$ cat config.mk
export PLATFORM = sky130hd
export DESIGN_NAME = shift_rx8b
export DESIGN_NICKNAME = d
export VERILOG_FILES = /design/src/rtl/shift_rx8b.sv
export SDC_FILE = /design/constraint.sdc
export NUM_CORES = 1
export LEC_CHECK = 0
export CORE_MARGIN = 2
export CORE_UTILIZATION = 43
export CTS_CLUSTER_SIZE = 12
export DETAILED_ROUTE_END_ITERATION = 6
export PLACE_DENSITY = 0.74
export SETUP_SLACK_MARGIN = 0.05
export SYNTH_ARGS = -nofsm -noshare
export SYNTH_HDL_FRONTEND = slang
export SYNTH_SLANG_ARGS = --single-unit
$ cat constraint.sdc
create_clock -name clk -period 4 [get_ports clk]
set_input_delay 0.4 -clock clk [delete_from_list [all_inputs] [get_ports clk]]
set_output_delay 0.4 -clock clk [all_outputs]
set_load 0.1 [all_outputs]
$ cat src/rtl/shift_rx8b.sv
// Serial-to-parallel receiver: LSB-first bit stream into WIDTH-bit words,
// with a one-deep output holding register, consumer handshake and sticky overrun.
module shift_rx8b #(
  parameter  int WIDTH = 8,
  localparam int CW    = $clog2(WIDTH)
) (
  input  logic             clk,
  input  logic             rst,
  input  logic             clr,
  input  logic             s_en,
  input  logic             s_in,
  input  logic             p_ack,
  output logic [WIDTH-1:0] p_out,
  output logic             p_valid,
  output logic             overrun,
  output logic [CW-1:0]    bit_cnt
);

  typedef enum logic {EMPTY = 1'b0, FULL = 1'b1} state_t;

  state_t           state, state_nxt;
  logic [WIDTH-1:0] sr, word;
  logic             done, load, ovr_set;

  // Word being formed this edge; on completion it is the finished word.
  assign word = {s_in, sr[WIDTH-1:1]};
  assign done = s_en && !clr && (bit_cnt == CW'(WIDTH - 1));

  always_ff @(posedge clk or posedge rst) begin
    if (rst) begin
      sr      <= '0;
      bit_cnt <= '0;
    end else if (clr) begin
      sr      <= '0;
      bit_cnt <= '0;
    end else if (s_en) begin
      sr      <= word;
      bit_cnt <= done ? '0 : bit_cnt + CW'(1);
    end
  end

  always_ff @(posedge clk or posedge rst) begin
    if (rst) state <= EMPTY;
    else     state <= state_nxt;
  end

  always_comb begin
    state_nxt = state;
    case (state)
      EMPTY: if (done) state_nxt = FULL;
      FULL:  if (p_ack && !done) state_nxt = EMPTY;
      default: state_nxt = EMPTY;
    endcase
  end

  // A completion is accepted when the holder is empty or drained on the same edge.
  always_comb begin
    p_valid = (state == FULL);
    load    = done && ((state == EMPTY) || p_ack);
    ovr_set = done && (state == FULL) && !p_ack;
  end

  always_ff @(posedge clk or posedge rst) begin
    if (rst)       p_out <= '0;
    else if (load) p_out <= word;
  end

  always_ff @(posedge clk or posedge rst) begin
    if (rst)          overrun <= 1'b0;
    else if (clr)     overrun <= 1'b0;
    else if (ovr_set) overrun <= 1'b1;
  end

endmodule
==> out/metrics.cfg <==
[power_and_ir_drop]
power_frac_clock_pct = 32.3
ir_drop_mv = 0.257
power_uw = 364
p_sw_uw = 91.1
power_density_nw_per_um2 = 345
p_leak_uw = 0.000512
p_sw_share_pct = 25.0
p_int_uw = 273
seqPwrFrac_pct = 57.0
combPwrFrac_pct = 10.7

[die]
initial_core_util_pct = 46.4
die_area_sq_um = 2270
ios = 19
die_y_microns = 47.6
die_w_microns = 47.6
design.core.area_sq_um = 1760
rows = 15

[finish]
final_nets = 90
drive_gt1_share_pct = 16.0
diodes = 0
layout.cells.non_filler = 106
area_delta_synth_final_pct = 29.2

[global_route]
grt_pass1_vias = 503
grt_max_degree = 21
antenna_found_initial = 0
overflow = 0
grt_usage_pct = 14.3
grt_pass1_wl_microns = 2110

[timing]
tns_ns = 0
slew_viol_final = 0
fin_crit_ns = 2.24
rsz0062_at_grt = false
worstMarginPinSlew_ns = 0.968
hold_violations = 0
finClkSkew_ns = 0.0121
period_share_pct = 56.1
setup_violations = 0
slew_headroom_pct = 35.3
fmax_mhz = 446
hold_slack_ns = 0.513

[worst_setup_path]
max_stage_delay_ns = 1.15
startpoint = bit_cnt[0]
crit_buf_inv = 1
cp_slowest_cell = clkdlybuf4s50_1
start_kind = flip-flop
endpoint_kind = primary output
path_class = reg -> out
crit_required_ns = 3.60
rr_startpoint = bit_cnt[0]
crit_family = buffers and inverters
critPathMaxFanout = 4
crit_path_cell_trace = clkdlybuf4s50_1
arrival_ns = 1.84

[route]
num_vias = 522
via_per_inst = 4.92
first_iter_violations = 2
wl_per_cell_microns = 12.9
postRouteWirelength_microns = 1370
drc = 0
dr.pass1.iters = 4
ant_nets = 0

[clock_network]
root_buffer = clkbuf_4
cts_sinks = 20
post-cts-setup-buffers = 0
insertion_delay_ns = 0.30
cts_resized = 0
cts_tree = yes
cts_buffers = 3
cts_hold_buffers = 0
cts_buffer_depth = 2
htree_num_levels = 1
clk_pin_slew_ns = 0.12

[placed_design]
place_hpwl_microns = 929
port_buffers = 18
post-place-cells = 102
gp_congestion = 0.739

[flow_run]
maxCapViolCount = 0

[logic_synthesis]
syn_inst = 61
synth_area_per_cell_sq_um = 13.4
synth.distinct_cells = 16
syn_area_sq_um = 818
synth.top_cell.area_share_pct = 61.2
synth.largest_area_cell = dfrtp_1
synthTopCellsByArea = dfrtp_1 (61%), mux2i_1 (11%), mux2_2 (11%)
ys_seq_area_share_pct = 61.2
synth_nets = 69
synth_seq_cells = 20
synth_warnings = 0

[run_status]
status = complete, no violations

[worst_hold_path]
hp-class = in -> async

area by class of cell:
type / instances / area [sq um]
Sequential cell: 20 / 500
Clock buffer: 4 / 36.3
Timing Repair Buffer: 18 / 180
Fill cell: 175 / 707
Multi-Input combinational cell: 38 / 305
Inverter: 1 / 3.75
Tap cell: 25 / 31.3
cells by family (layout without fill, tap and decap cells):
kind of cell / after synthesis / in the layout / synth area share, %
and+or+nand+nor: 16 / 16 / 9.94
DFF: 20 / 20 / 61.2
AOI/OAI and AO/OA: 3 / 3 / 2.29
muxes: 17 / 17 / 22.0
buffers and inverters: 3 / 23 / 1.53
adders and majority gates: 2 / 2 / 3.06
power groups by stage:
stage	clock (uW)	combinational (uW)	sequential (uW)
after floorplan	0	13.3	225
after global placement	0	39.1	212
after detailed placement	0	39.7	212
after CTS	121	39.7	208
after global routing	127	42.2	208
final	117	39.0	208
final timing paths:
kind	endpoint	slack [ns]	cells after the start
max	bit_cnt[0]	1.76	1
min	sr[5]	0.51	2
max reg2reg	p_out[2]	2.21	5
min reg2reg	p_out[1]	0.52	1
max in group asynchronous	p_out[4]	3.02	2
min in group clk	p_out[1]	0.52	1
cells in the final DEF (no fill, tap or decap), types with 2 or more instances in the layout:
cell type | Yosys | routed
clkbuf_4 | 0 | 3
mux2i_1 | 9 | 9
dfrtp_1 | 20 | 20
nor2_1 | 11 | 11
ha_1 | 2 | 2
mux2_2 | 8 | 8
clkdlybuf4s50_1 | 0 | 18
per-layer routing:
metal  GRT usage, %  routed length, microns  up-vias
li1               -                       -      247
met1           18.5                     687      259
met4           9.73                      12        0
met2           22.2                     618       14
met5              0                       0        -
met3           2.26                      51        2
registers in the layout, indices dropped and copies added, names as in the netlist:
register / count
sr: 7
p_valid: 1
overrun: 1
bit_cnt: 3
p_out: 8
synthesized netlist by cell type:
library cell	instances
nand2b_1	1
ha_1	2
dfrtp_1	20
o21bai_1	1
nand3b_1	1
mux2i_1	9
inv_1	1
clkbuf_1	1
nor2b_1	1
nand2_1	1
buf_2	1
mux2_2	8
nor3_4	1
a21oi_1	1
a31oi_1	1
nor2_1	11
through the flow:
step                cell area (sq um)  utilization, %  worst slack, ns
finish                           1060            59.9             1.76
global route                     1060            59.9             1.71
CTS                              1060            59.9             1.74
detailed placement               1020            57.9             1.55
global placement                 1020            57.9             1.59
floorplan                         818               -             1.70
Note: power is estimated with default switching activity, not from simulation.
